--- src/rtl/sad_pkg.sv ---
// Shared FSM states and sizing helpers for the SAD block controller.
// Optional best-match tracking is enabled with SAD_MIN_TRACK_EN.
package sad_pkg;

  typedef enum logic [1:0] {
    IDLE,
    ACCUM,
    DRAIN,
    DONE
  } sad_state_t;

  localparam int DRAIN_CYCLES = 2;

  function automatic int acc_width(
    input int data_w,
    input int block_len
  );
    return data_w + $clog2(block_len);
  endfunction

endpackage

--- src/rtl/sad_block_controller_if.sv ---
// Pixel stream, control and result bundle of the SAD controller.
// best_sad/best_cand exist only when SAD_MIN_TRACK_EN is defined.
interface sad_block_controller_if #(
  parameter int DATA_W    = 8,
  parameter int BLOCK_LEN = 64,
  parameter int CAND_W    = 6
);
  import sad_pkg::*;

  localparam int ACC_W = acc_width(DATA_W, BLOCK_LEN);

  logic              start;
  logic              new_search;
  logic              in_valid;
  logic              in_ready;
  logic [DATA_W-1:0] in_a;
  logic [DATA_W-1:0] in_b;
  logic              out_valid;
  logic              out_ready;
  logic [ACC_W-1:0]  out_sad;
  logic [CAND_W-1:0] out_cand;
  logic              busy;
`ifdef SAD_MIN_TRACK_EN
  logic [ACC_W-1:0]  best_sad;
  logic [CAND_W-1:0] best_cand;

  modport master (
    output start, new_search,
    output in_valid, in_a, in_b,
    output out_ready,
    input  in_ready, out_valid,
    input  out_sad, out_cand, busy,
    input  best_sad, best_cand
  );

  modport slave (
    input  start, new_search,
    input  in_valid, in_a, in_b,
    input  out_ready,
    output in_ready, out_valid,
    output out_sad, out_cand, busy,
    output best_sad, best_cand
  );
`else
  modport master (
    output start, new_search,
    output in_valid, in_a, in_b,
    output out_ready,
    input  in_ready, out_valid,
    input  out_sad, out_cand, busy
  );

  modport slave (
    input  start, new_search,
    input  in_valid, in_a, in_b,
    input  out_ready,
    output in_ready, out_valid,
    output out_sad, out_cand, busy
  );
`endif

endinterface

--- src/rtl/sad_absdiff.sv ---
// Shared unsigned absolute-difference datapath.
// Purely combinational; the controller registers its result.
module sad_absdiff #(
  parameter int DATA_W = 8
) (
  input  logic [DATA_W-1:0] a,
  input  logic [DATA_W-1:0] b,
  output logic [DATA_W-1:0] d
);

  assign d = (a >= b) ? (a - b) : (b - a);

endmodule

--- src/rtl/sad_block_controller.sv ---
// Sequences one SAD block: accept pairs, drain pipe, hold result.
// Best-match tracking is built when SAD_MIN_TRACK_EN is defined.
module sad_block_controller
  import sad_pkg::*;
#(
  parameter int DATA_W    = 8,
  parameter int BLOCK_LEN = 64,
  parameter int CAND_W    = 6
) (
  input logic                  clk,
  input logic                  rst,
  sad_block_controller_if.slave bus
);

  localparam int ACC_W  = acc_width(DATA_W, BLOCK_LEN);
  localparam int CNT_W  = $clog2(BLOCK_LEN);
  localparam int DCNT_W = $clog2(DRAIN_CYCLES);

  localparam logic [CNT_W-1:0] LAST_BEAT =
    CNT_W'(BLOCK_LEN - 1);
  localparam logic [DCNT_W-1:0] LAST_DRAIN =
    DCNT_W'(DRAIN_CYCLES - 1);

  sad_state_t        state;
  logic [CNT_W-1:0]  beat;
  logic [DCNT_W-1:0] dcnt;
  logic [DATA_W-1:0] diff;
  logic [DATA_W-1:0] diff_q;
  logic              diff_vld;
  logic [ACC_W-1:0]  acc;
  logic [CAND_W-1:0] cand;
  logic              accept;

  sad_absdiff #(
    .DATA_W(DATA_W)
  ) u_absdiff (
    .a(bus.in_a),
    .b(bus.in_b),
    .d(diff)
  );

  assign accept      = bus.in_valid && (state == ACCUM);
  assign bus.in_ready = (state == ACCUM);
  assign bus.busy     = (state != IDLE);

  always_ff @(posedge clk or posedge rst) begin
    if (rst) begin
      state         <= IDLE;
      beat          <= '0;
      dcnt          <= '0;
      diff_q        <= '0;
      diff_vld      <= 1'b0;
      acc           <= '0;
      cand          <= '0;
      bus.out_valid <= 1'b0;
      bus.out_sad   <= '0;
      bus.out_cand  <= '0;
    end else begin
      diff_vld <= accept;
      if (accept) diff_q <= diff;
      if (diff_vld) acc <= acc + ACC_W'(diff_q);
      unique case (state)
        IDLE: begin
          if (bus.start) begin
            state <= ACCUM;
            beat  <= '0;
            acc   <= '0;
            if (bus.new_search) cand <= '0;
          end
        end
        ACCUM: begin
          if (accept) begin
            beat <= beat + 1'b1;
            if (beat == LAST_BEAT) begin
              state <= DRAIN;
              dcnt  <= '0;
            end
          end
        end
        DRAIN: begin
          // last difference lands in acc one cycle before we leave
          dcnt <= dcnt + 1'b1;
          if (dcnt == LAST_DRAIN) begin
            state         <= DONE;
            bus.out_valid <= 1'b1;
            bus.out_sad   <= acc;
            bus.out_cand  <= cand;
          end
        end
        DONE: begin
          if (bus.out_ready) begin
            state         <= IDLE;
            bus.out_valid <= 1'b0;
            cand          <= cand + 1'b1;
          end
        end
        default: state <= IDLE;
      endcase
    end
  end

`ifdef SAD_MIN_TRACK_EN
  logic out_hs;
  logic search_clr;

  assign out_hs     = bus.out_valid && bus.out_ready;
  assign search_clr = (state == IDLE) && bus.start &&
                      bus.new_search;

  // strict compare keeps the earliest candidate on ties
  always_ff @(posedge clk or posedge rst) begin
    if (rst) begin
      bus.best_sad  <= '1;
      bus.best_cand <= '0;
    end else if (search_clr) begin
      bus.best_sad  <= '1;
      bus.best_cand <= '0;
    end else if (out_hs && (bus.out_sad < bus.best_sad)) begin
      bus.best_sad  <= bus.out_sad;
      bus.best_cand <= bus.out_cand;
    end
  end
`endif

endmodule

--- src/flat_wrapper.sv ---
// flat-port wrapper written by rule: the top's interface ports become plain ports
module sad_block_controller_flat import sad_pkg::*;
#(
  parameter int DATA_W    = 8,
  parameter int BLOCK_LEN = 64,
  parameter int CAND_W    = 6
)
  (clk, rst, bus_start, bus_new_search, bus_in_valid, bus_in_a, bus_in_b, bus_out_ready, bus_in_ready, bus_out_valid, bus_out_sad, bus_out_cand, bus_busy);
  sad_block_controller_if #(.DATA_W(DATA_W), .BLOCK_LEN(BLOCK_LEN), .CAND_W(CAND_W)) bus_i ();
  input logic clk;
  input logic rst;
  input wire logic [$bits(bus_i.start)-1:0] bus_start;
  input wire logic [$bits(bus_i.new_search)-1:0] bus_new_search;
  input wire logic [$bits(bus_i.in_valid)-1:0] bus_in_valid;
  input wire logic [$bits(bus_i.in_a)-1:0] bus_in_a;
  input wire logic [$bits(bus_i.in_b)-1:0] bus_in_b;
  input wire logic [$bits(bus_i.out_ready)-1:0] bus_out_ready;
  output wire logic [$bits(bus_i.in_ready)-1:0] bus_in_ready;
  output wire logic [$bits(bus_i.out_valid)-1:0] bus_out_valid;
  output wire logic [$bits(bus_i.out_sad)-1:0] bus_out_sad;
  output wire logic [$bits(bus_i.out_cand)-1:0] bus_out_cand;
  output wire logic [$bits(bus_i.busy)-1:0] bus_busy;
  assign bus_i.start = bus_start;
  assign bus_i.new_search = bus_new_search;
  assign bus_i.in_valid = bus_in_valid;
  assign bus_i.in_a = bus_in_a;
  assign bus_i.in_b = bus_in_b;
  assign bus_i.out_ready = bus_out_ready;
  assign bus_in_ready = bus_i.in_ready;
  assign bus_out_valid = bus_i.out_valid;
  assign bus_out_sad = bus_i.out_sad;
  assign bus_out_cand = bus_i.out_cand;
  assign bus_busy = bus_i.busy;
  sad_block_controller #(.DATA_W(DATA_W), .BLOCK_LEN(BLOCK_LEN), .CAND_W(CAND_W)) u_core (.clk(clk), .rst(rst), .bus(bus_i));
endmodule
--- config.mk ---
export PLATFORM = sky130hd
export DESIGN_NAME = sad_block_controller_flat
export DESIGN_NICKNAME = d
export VERILOG_FILES = /design/src/rtl/sad_pkg.sv /design/src/rtl/sad_block_controller_if.sv /design/src/rtl/sad_absdiff.sv /design/src/rtl/sad_block_controller.sv /design/src/flat_wrapper.sv
export SDC_FILE = /design/constraint.sdc
export NUM_CORES = 1
export LEC_CHECK = 0
export BUFFER_PORTS_ARGS = -buffer_cell sky130_fd_sc_hd__buf_2
export CAP_MARGIN = 5
export CORE_MARGIN = 2
export CORE_UTILIZATION = 45
export CTS_CLUSTER_SIZE = 25
export DETAILED_ROUTE_END_ITERATION = 12
export GPL_TIMING_DRIVEN = 0
export PLACE_DENSITY = 0.64
export SLEW_MARGIN = 20
export SYNTH_ARGS = -nofsm -noshare
export SYNTH_HDL_FRONTEND = slang
export SYNTH_SLANG_ARGS = --single-unit
export TNS_END_PERCENT = 50
--- constraint.sdc ---
create_clock -name clk -period 2.65 [get_ports clk]
set_input_delay 0.1325 -clock clk [delete_from_list [all_inputs] [get_ports clk]]
set_output_delay 0.1325 -clock clk [all_outputs]
set_load 0.01 [all_outputs]
==> results of run 1 <==
-- kinds of logic (layout without fill, tap and decap cells) --
family          count (synthesis)  in the layout  share of synthesized area
simple gates                  104            104                      0.141
xor+xnor                       16             16                     0.0394
fa+ha+maj                      32             32                      0.119
compound gates                 84             84                      0.150
mux                            29             29                     0.0883
buf+inv                        42            103                     0.0471
flops                          59             59                      0.415
-- power by group through the flow --
stage | Combinational [mW] | Sequential (mW) | Clock [mW]
after global routing | 1.83 | 1.45 | 1.06
after floorplan | 1.14 | 1.44 | 0
after detailed placement | 1.60 | 1.43 | 0
after CTS | 1.61 | 1.41 | 1.01
final | 1.59 | 1.41 | 0.996
after global placement | 1.56 | 1.42 | 0
-- final cells by class --
type / count / area share
timing repair buffer: 45 / 0.0554
multi-input combinational: 265 / 0.460
tap: 102 / 0.0307
sequential: 59 / 0.355
clock buffer: 9 / 0.0298
buffer: 13 / 0.0141
clock inverter: 7 / 0.0280
inverter: 29 / 0.0268
-- registers in the layout, indices dropped and copies added, names as in the netlist --
| register | cells |
|---|---|
| u_core.bus.out_cand | 6 |
| u_core.beat | 6 |
| u_core.cand | 6 |
| u_core.dcnt | 1 |
| u_core.bus.out_valid | 1 |
| u_core.diff_q | 8 |
| u_core.acc | 14 |
| u_core.state | 2 |
| u_core.bus.out_sad | 14 |
| u_core.diff_vld | 1 |
-- synthesized netlist by cell type (2+ instances only) --
library cell / number
a211oi_1: 5
a21boi_0: 2
a21o_1: 9
a21o_2: 2
a21oi_1: 16
a31oi_1: 5
and3_1: 2
buf_2: 2
clkbuf_1: 10
dfrtp_1: 59
fa_1: 3
ha_1: 29
inv_1: 29
mux2_2: 19
mux2i_1: 10
nand2_1: 38
nand2b_1: 4
nand3_1: 13
nand4_1: 5
nor2_1: 19
nor2b_1: 5
nor3_1: 3
nor3b_1: 2
o211ai_1: 3
o21ai_0: 25
o21ai_1: 7
o31ai_1: 2
or3_1: 4
xnor2_1: 9
xor2_1: 7
-- repair_timing --
action,4_1_cts,5_1_grt
buffers inserted,0,0
resized for setup,0,1
hold buffers,1,0
setup endpoints to repair,0,2
endpoints found under the hold margin,59,0
-- routing by layer --
layer / track usage / vias up / part of all wire
li1: - / 1393 / -
met1: 0.226 / 1326 / 0.48
met2: 0.269 / 55 / 0.46
met3: 0.0415 / 14 / 0.039
met4: 0.0797 / 0 / 0.024
met5: 0 / - / 0
-- path summary, 6_finish.rpt --
path | endpoint
setup / recovery | u_core.acc[12]$_DFF_PP0_
hold / removal | u_core.bus.out_valid$_DFFE_PP0P_
setup reg to reg | u_core.acc[12]$_DFF_PP0_
hold reg to reg | u_core.cand[5]$_DFFE_PP0P_
max in group asynchronous | u_core.bus.out_sad[4]$_DFFE_PP0P_
min in group asynchronous | u_core.dcnt$_DFFE_PP0P_
-- worst max-delay path: stages, from the launching register on --
cell      delay [ns]
dfrtp_1         0.37
ha_1            0.18
inv_1           0.05
fa_1            0.40
nor2b_1         0.15
o21ai_0         0.12
a21boi_1        0.29
o21ai_0         0.21
or3_1           0.33
a21oi_1         0.15
-- per-stage QoR --
stage | hold slack, ns | utilization
global route | 0.106 | 0.541
floorplan | 0.298 | -
global placement | 0.419 | 0.508
finish | 0.0722 | 0.541
CTS | 0.0645 | 0.541
detailed placement | 0.308 | 0.508
-- layout by cell type, fill, tap and decap left out, drive strengths merged, types with 3 or more instances in the layout --
master / count
dfrtp: 59
buf: 47
nand2: 38
o21ai: 32
ha: 29
inv: 29
mux2: 19
nor2: 19
clkbuf: 19
a21oi: 16
nand3: 13
a21o: 11
mux2i: 10
xnor2: 9
xor2: 7
nand4: 5
a31oi: 5
nor2b: 5
a211oi: 5
nand2b: 4
or3: 4
o211ai: 3
nor3: 3
fa: 3
bufinv: 3
and3: 3
clkinv: 3
==> impl_metrics.py, run 1 <==
metrics = {
    "status": {
        "status": "completed",
    },
    "final_layout": {
        "seqCellArea_mm2": 0.00148,
        "area_growth_pct": 16.9,
        "diodes": 0,
        "stdcell_count": 529,
        "nets": 476,
        "fill_cells": 727,
        "multi_input_area_mm2": 0.00191,
        "drive_above_1_share": 0.208,
        "final_cell_area_mm2": 0.00416,
    },
    "clock_network": {
        "numClockSinks": 59,
        "cts_tree": "done",
        "cts-root-buf": "clkbuf_8",
        "cts_max_level": 3,
        "clockBufferDepth": 2,
        "clk_latency_ns": 0.35,
        "path_clk_slew_ns": 0.07,
        "cts_buffers": 9,
    },
    "pwr": {
        "seqPwrFrac": 0.353,
        "powerDensity_mw_per_mm2": 962,
        "combinationalPowerShare": 0.398,
        "switchingPower_mw": 1.47,
        "ir_drop_mv": 0.344,
        "pwr-share-clk": 0.249,
        "swShare": 0.368,
        "finalPower_mw": 4.00,
        "leakage_nw": 2.08,
        "p_int_mw": 2.53,
    },
    "timing": {
        "rsz0062_at_grt": "no",
        "setup_viol": 0,
        "fin_setup_tns_ns": 0,
        "layout_setup_ws_ns": 0.308,
        "fmax_mhz": 427,
        "slew_headroom": 0.524,
        "fin_skew_ns": 0.00872,
        "finalWorstPathRequiredPeriod_ns": 2.34,
        "period_share": 0.884,
        "worst_pin_slew_ns": 0.715,
        "finalHoldViolCount": 0,
        "slew_viol_final": 0,
    },
    "worst_hold_path": {
        "hold_depth": 4,
        "holdCritStartpoint": "bus_out_ready",
        "holdCritPathClass": "in -> reg",
    },
    "placement": {
        "hpwl_mm": 5.03,
        "dpl_worst_slack_ns": 0.194,
        "gp_congestion": 0.874,
        "io_buffers": 44,
        "dp.cells": 512,
        "dpl-instance-area_mm2": 0.00391,
    },
    "yosys": {
        "syn-cell-area_mm2": 0.00356,
        "synth_seq_cells": 59,
        "synthTopCellsByArea": "dfrtp_1 (42%), ha_1 (10%), mux2_2 (6.0%), nand2_1 (4.0%), o21ai_0 (3.5%)",
        "synth_top_area_share": 0.415,
        "synth_cell_type_count": 48,
        "synth_area_per_cell_um2": 9.72,
        "synth_top_cell_by_area": "dfrtp_1",
        "syn_nets": 420,
        "async_flop_share": 1.00,
        "synth_flop_cell": "dfrtp_1",
        "ys_seq_area_frac": 0.415,
        "synth_warnings": 0,
        "synthCells": 366,
        "synth-edff-count": 0,
    },
    "drt": {
        "drt_iter0_drc": 97,
        "final_antenna_net_count": 0,
        "avgViaCountPerCell": 5.27,
        "wl_per_cell_um": 12.7,
        "drt-total-wl_mm": 6.74,
        "drc": 0,
        "num_vias": 2788,
        "dr.pass1.iters": 4,
    },
    "die": {
        "die_x_um": 92.9,
        "core_mm2": 0.00769,
        "io_pins": 45,
        "die_area_mm2": 0.00863,
        "row_count": 32,
        "initial_utilization": 0.463,
        "die_h_um": 92.9,
    },
    "critical_path": {
        "rrSetupSlack_ns": 0.31,
        "r2r_start": "u_core.acc[0]$_DFF_PP0_",
        "end_kind": "register",
        "worstPathRequired_ns": 2.91,
        "worstSetupPathType": "reg -> reg",
        "critPathArrivalTime_ns": 2.61,
        "ff2ff_path_depth": 9,
        "crit_start": "u_core.acc[0]$_DFF_PP0_",
        "crit_path_max_fanout": 4,
        "crit_path_start_kind": "register",
    },
    "global_route": {
        "grt_overflow": 0,
        "grt_pass1_vias": 2649,
        "grt_usage": 0.172,
        "antenna_found_initial": 0,
        "grt_start_max_net_pins": 60,
        "grt_pass1_wl_mm": 11.8,
    },
    "run": {
        "cap_violations": 0,
    },
}
Power figures use the tool's default switching activity.
==> inputs of run 2 (changes only) <==
Settings changed: ABC_AREA set to 1, PLACE_DENSITY 0.64 to 0.63.
==> run 2 against run 1 <==
Cell count grew 27%. First-iteration DRC count grew 24%. Setup slack gained 0.32 ns. Critical endpoint is now u_core.acc[10]$_DFF_PP0_. Clock skew grew 0.0019 ns. Largest power group unchanged. Highest routed layer unchanged. Sequential cell count is the same.
==> impl_metrics.py, run 2 <==
metrics = {
    "final_layout": {
        "layout_common_cells": "nand2_1 (143), inv_1 (81), dfrtp_1 (59), buf_2 (46), nand3_1 (36)",
        "drive_above_1_share": 0.174,
        "reg.largest.list": "u_core.acc (14), u_core.bus.out_sad (14), u_core.diff_q (8)",
        "area_growth_pct": 15.4,
        "layout_commonest_cell": "nand2_1",
        "fill_cells": 829,
        "seqCellArea_mm2": 0.00148,
        "nets": 618,
        "diodes": 0,
        "multi_input_area_mm2": 0.00198,
    },
    "die": {
        "row_count": 33,
        "core_mm2": 0.00826,
        "die_x_um": 96.6,
        "io_pins": 45,
        "die_area_mm2": 0.00933,
        "initial_utilization": 0.467,
        "die_h_um": 96.6,
    },
    "status": {
        "status": "completed",
    },
    "yosys": {
        "synth_cell_type_count": 40,
        "syn-cell-area_mm2": 0.00386,
        "syn_nets": 561,
        "synth_top_cell_by_area": "dfrtp_1",
        "synth_warnings": 0,
        "synth_top_area_share": 0.383,
        "synth_seq_cells": 59,
        "synth_area_per_cell_um2": 7.61,
        "synth_flop_cell": "dfrtp_1",
        "yosysMostFrequentCell": "nand2_1",
        "synthCells": 507,
        "synth-edff-count": 0,
        "async_flop_share": 1.00,
        "ys_seq_area_frac": 0.383,
        "yosys-top-cells-count": "nand2_1 (143), inv_1 (82), dfrtp_1 (59)",
        "synthTopCellsByArea": "dfrtp_1 (38%), nand2_1 (14%), ha_1 (9.4%), inv_1 (8.0%), nand3_1 (4.7%)",
    },
    "global_route": {
        "grt_overflow": 0,
        "grt_start_max_net_pins": 55,
        "grt_pass1_wl_mm": 13.9,
        "grt_pass1_vias": 3205,
        "grt_usage": 0.175,
        "antenna_found_initial": 0,
    },
    "timing": {
        "finalHoldViolCount": 0,
        "period_share": 0.761,
        "worst_pin_slew_ns": 0.514,
        "fin_setup_tns_ns": 0,
        "finalWorstPathRequiredPeriod_ns": 2.02,
        "fin_skew_ns": 0.0107,
        "slew_headroom": 0.657,
        "rsz0062_at_grt": "no",
        "fmax_mhz": 496,
        "setup_viol": 0,
        "slew_viol_final": 0,
    },
    "drt": {
        "drt_iter0_drc": 120,
        "wl_per_cell_um": 11.4,
        "num_vias": 3289,
        "drt-total-wl_mm": 7.67,
        "avgViaCountPerCell": 4.88,
        "final_antenna_net_count": 0,
        "drc": 0,
        "dr.pass1.iters": 4,
    },
    "critical_path": {
        "critPathTopFamily": "simple AND/OR/NAND/NOR gates",
        "crit_path_start_kind": "register",
        "cp_common_cell": "nand2_1",
        "crit_path_max_fanout": 5,
        "end_kind": "register",
        "crit_slowest_cell": "dfrtp_1",
        "worstSetupPathType": "reg -> reg",
        "cp_num_buf_inv": 2,
        "path_cells": "ha_1, inv_1, fa_1, inv_1, nand3_1, nand2_1, nand2_1, nand3_1, nand3_1, nand2_1, nand2_1, nor2_1",
        "critPathMaxStageDelay_ns": 0.38,
        "worstPathRequired_ns": 2.91,
        "critPathArrivalTime_ns": 2.28,
    },
    "placement": {
        "io_buffers": 44,
        "gp_congestion": 0.855,
        "hpwl_mm": 6.05,
    },
    "clock_network": {
        "cts-root-buf": "clkbuf_8",
        "clk_latency_ns": 0.33,
        "cts_max_level": 3,
        "numClockSinks": 59,
        "cts_buffers": 9,
        "ctsHoldBuffers": 1,
        "path_clk_slew_ns": 0.07,
        "post-cts-setup-buffers": 0,
        "cts_tree": "done",
        "post_cts_resized": 0,
        "clockBufferDepth": 2,
    },
    "worst_hold_path": {
        "holdCritPathClass": "in -> reg",
    },
    "pwr": {
        "leakage_nw": 2.50,
        "ir_drop_mv": 0.267,
        "powerDensity_mw_per_mm2": 864,
        "finalPower_mw": 3.85,
    },
    "run": {
        "cap_violations": 0,
    },
}
[run 2: path summary, 6_finish.rpt]
kind	end	slack, ns	cells past startpoint	start
setup / recovery	u_core.acc[10]$_DFF_PP0_	0.63	12	u_core.diff_q[0]$_DFFE_PP0P_
hold / removal	u_core.diff_q[0]$_DFFE_PP0P_	0.18	3	bus_in_a[0]
setup reg to reg	u_core.acc[10]$_DFF_PP0_	0.63	12	u_core.diff_q[0]$_DFFE_PP0P_
hold reg to reg	u_core.bus.out_cand[4]$_DFFE_PP0P_	0.48	2	u_core.bus.out_cand[4]$_DFFE_PP0P_
max in group asynchronous	u_core.diff_q[3]$_DFFE_PP0P_	1.96	4	rst
min in group asynchronous	u_core.beat[5]$_DFFE_PP0P_	0.22	3	rst
[run 2: cell type report]
class                   count  share of cell area
multi-input cells         350               0.444
plain buffers              10              0.0157
clock inverters             4              0.0110
clock buffers              12              0.0348
repair buffers             46              0.0579
well taps                 105              0.0295
inverters                  88              0.0758
flip-flops and latches     59               0.331
[run 2: metal layers]
metal,routed length (um),part of all wire,track usage,vias to the layer above
met3,242,0.032,0.0253,12
met1,3480,0.45,0.208,1493
li1,-,-,-,1724
met5,0,0,0,-
met4,136,0.018,0.0607,0
met2,3810,0.50,0.322,60
[run 2: kinds of logic after synthesis]
kind of cell               share of synthesized area
AOI/OAI and AO/OA                              0.105
xor gates and xnor gates                      0.0182
adders and majority gates                      0.110
buffers and inverters                          0.105
DFF                                            0.383
muxes                                         0.0204
and+or+nand+nor                                0.259
[run 2: power by group]
group	switching (mW)	internal, mW
registers	0.190	1.17
logic	1.03	0.631
clock network	0.341	0.484
[run 2: worst register-to-register path, cell delays in order (launching register included)]
cell and delay, ns:
dfrtp_1 0.38, ha_1 0.21, inv_1 0.07, fa_1 0.37
inv_1 0.09, nand3_1 0.09, nand2_1 0.13, nand2_1 0.07
nand3_1 0.17, nand3_1 0.13, nand2_1 0.09, nand2_1 0.05
nor2_1 0.10
[run 2: per-stage QoR]
step	cell area, um2	cells	hold slack [ns]	worst slack [ns]	util
finish	4450	674	0.182	0.632	0.539
global route	4450	674	0.220	0.416	0.539
CTS	4450	674	0.180	0.650	0.539
detailed placement	4240	657	0.0255	0.673	0.513
global placement	4210	656	0.461	0.322	0.510
floorplan	3860	507	0.365	0.933	-
==> inputs of run 3 (changes only) <==
Settings changed: ABC_AREA 1 to 0, PLACE_DENSITY 0.63 to 0.64.
Clock period 2.65 ns to 2.05 ns, I/O delays scaled along.
==> run 3 against run 2 <==
Global-route usage down 0.12 points. Register-to-register slack worse by 0.63 ns. Final area down 3.5%. Die area down 7.5%. Utilization up 2.0 points. First-iteration DRC count unchanged. Clock-buffer cell count unchanged. Via count down 15%. Critical endpoint is now u_core.acc[12]$_DFF_PP0_.
==> impl_metrics.py, run 3 (same netlist as run 1, synthesis figures left out) <==
metrics = {
    "drt": {
        "drt_iter0_drc": 120,
        "avgViaCountPerCell": 5.19,
        "num_vias": 2787,
        "dr.pass1.iters": 4,
        "final_antenna_net_count": 0,
        "wl_per_cell_um": 12.9,
        "drt-total-wl_mm": 6.91,
        "drc": 0,
    },
    "pwr": {
        "powerDensity_mw_per_mm2": 1240,
        "ir_drop_mv": 0.407,
        "finalPower_mw": 5.31,
        "leakage_nw": 2.13,
    },
    "clock_network": {
        "clockBufferDepth": 2,
        "cts_buffers": 9,
        "numClockSinks": 59,
        "clk_latency_ns": 0.33,
        "cts_max_level": 3,
        "cts_tree": "done",
        "cts-root-buf": "clkbuf_8",
        "path_clk_slew_ns": 0.07,
    },
    "global_route": {
        "antenna_found_initial": 0,
        "grt_overflow": 0,
        "grt_pass1_vias": 2669,
        "grt_usage": 0.174,
        "grt_pass1_wl_mm": 12.0,
        "grt_start_max_net_pins": 54,
    },
    "final_layout": {
        "layout_commonest_cell": "dfrtp_1",
        "final_cell_area_mm2": 0.00430,
        "nets": 484,
        "diodes": 0,
        "area_growth_pct": 20.8,
        "layout_common_cells": "dfrtp_1 (59), buf_2 (46), nand2_1 (38), inv_1 (27), ha_1 (25)",
        "drive_above_1_share": 0.260,
        "reg.largest.list": "u_core.acc (14), u_core.bus.out_sad (14), u_core.diff_q (8)",
    },
    "die": {
        "die_x_um": 92.9,
        "row_count": 32,
        "io_pins": 45,
        "core_mm2": 0.00769,
        "initial_utilization": 0.463,
        "die_h_um": 92.9,
        "die_area_mm2": 0.00863,
    },
    "placement": {
        "dpl-instance-area_mm2": 0.00394,
        "io_buffers": 44,
        "gp_congestion": 0.860,
        "hpwl_mm": 5.09,
    },
    "critical_path": {
        "critPathArrivalTime_ns": 2.31,
        "r2r-end": "u_core.acc[12]$_DFF_PP0_",
        "worstPathRequired_ns": 2.31,
        "crit_start": "u_core.acc[0]$_DFF_PP0_",
        "cp_common_cell": "o21ai_2",
        "crit_slowest_cell": "fa_2",
        "r2r_start": "u_core.acc[0]$_DFF_PP0_",
        "crit_path_max_fanout": 4,
        "worstSetupPathType": "reg -> reg",
        "end_kind": "register",
        "ff2ff_path_depth": 9,
        "critPathMaxStageDelay_ns": 0.39,
        "crit_end": "u_core.acc[12]$_DFF_PP0_",
        "crit_path_start_kind": "register",
        "path_cells": "ha_2, inv_2, fa_2, nor2b_4, o21ai_2, a21boi_2, o21ai_2, or3_4, a21oi_2",
        "rrSetupSlack_ns": 0.001,
    },
    "timing": {
        "fmax_mhz": 488,
        "setup_viol": 0,
        "fin_skew_ns": 0.00936,
        "fin_setup_tns_ns": 0,
        "rsz0062_at_grt": "yes",
        "finalHoldViolCount": 0,
        "period_share": 0.999,
        "slew_headroom": 0.587,
        "worst_pin_slew_ns": 0.619,
        "slew_viol_final": 0,
        "holdWs_ns": 0.0542,
        "finalWorstPathRequiredPeriod_ns": 2.05,
    },
    "run": {
        "cap_violations": 0,
    },
    "status": {
        "status": "completed",
    },
    "worst_hold_path": {
        "holdCritStartpoint": "bus_out_ready",
        "holdCritPathClass": "in -> reg",
    },
}
==> run 3: cell count changes in the layout (fill, tap and decap cells not counted), moves of 8 or more <==
| cell | previous run | this run |
|---|---|---|
| a21o_1 | 1 | 9 |
| a21oi_1 | 25 | 15 |
| buf_4 | 0 | 8 |
| inv_1 | 81 | 27 |
| mux2_2 | 7 | 19 |
| mux2i_1 | 0 | 10 |
| nand2_1 | 143 | 38 |
| nand2_2 | 11 | 0 |
| nand3_1 | 36 | 13 |
| nor2_1 | 27 | 19 |
==> run 3: worst min path at each step <==
stage / to / depth (start not counted)
finish: u_core.bus.out_valid$_DFFE_PP0P_ / 4
global route: u_core.bus.out_valid$_DFFE_PP0P_ / 4
CTS: u_core.bus.out_valid$_DFFE_PP0P_ / 4
detailed placement: u_core.state[0]$_DFFE_PP0P_ / 2
global placement: u_core.bus.out_valid$_DFFE_PP0P_ / 4
floorplan: u_core.bus.out_valid$_DFFE_PP0P_ / 3
==> run 3: final cells by class <==
type | instances | area, um2
buffer | 11 | 52.6
clock inverter | 4 | 72.6
multi-input combinational | 265 | 1970
tap | 102 | 128
inverter | 29 | 111
sequential | 59 | 1480
clock buffer | 12 | 155
fill | 697 | 3390
timing repair buffer | 55 | 329
==> run 3: what timing repair did <==
item	4_1_cts	5_1_grt
hold buffers	1	0
setup endpoints to repair	14	13
setup buffers	8	2
hold endpoints to repair	59	0
resized for setup	7	13
pin swaps	2	7
==> run 3: per-layer routing <==
layer / wire length [um] / global-route usage
met1: 3290 / 0.226
met3: 210 / 0.0382
met5: 0 / 0
met4: 118 / 0.0772
met2: 3290 / 0.278
==> run 3: power by group <==
part / total, mW / switching [mW] / internal (mW)
clock: 1.19 / 0.445 / 0.749
sequential: 1.83 / 0.275 / 1.56
combinational: 2.29 / 1.23 / 1.06
==> run 3: worst max-delay path: cells and delay by family, from the launching register on <==
kind | cells | cell delay, ns
adder cells (fa/ha/maj) | 2 | 0.58
AO/OA/AOI/OAI | 4 | 0.52
buffers and inverters | 1 | 0.04
flip-flops | 1 | 0.35
AND/OR/NAND/NOR | 2 | 0.49
==> run 3: through the flow <==
step | utilization | instances | setup WS, ns
final | 0.559 | 537 | 0.00112
after global routing | 0.559 | 537 | -0.0882
after CTS | 0.552 | 536 | 0.00268
after detailed placement | 0.512 | 513 | -0.303
after global placement | 0.508 | 512 | -0.276
after floorplan | - | 366 | 0.0205
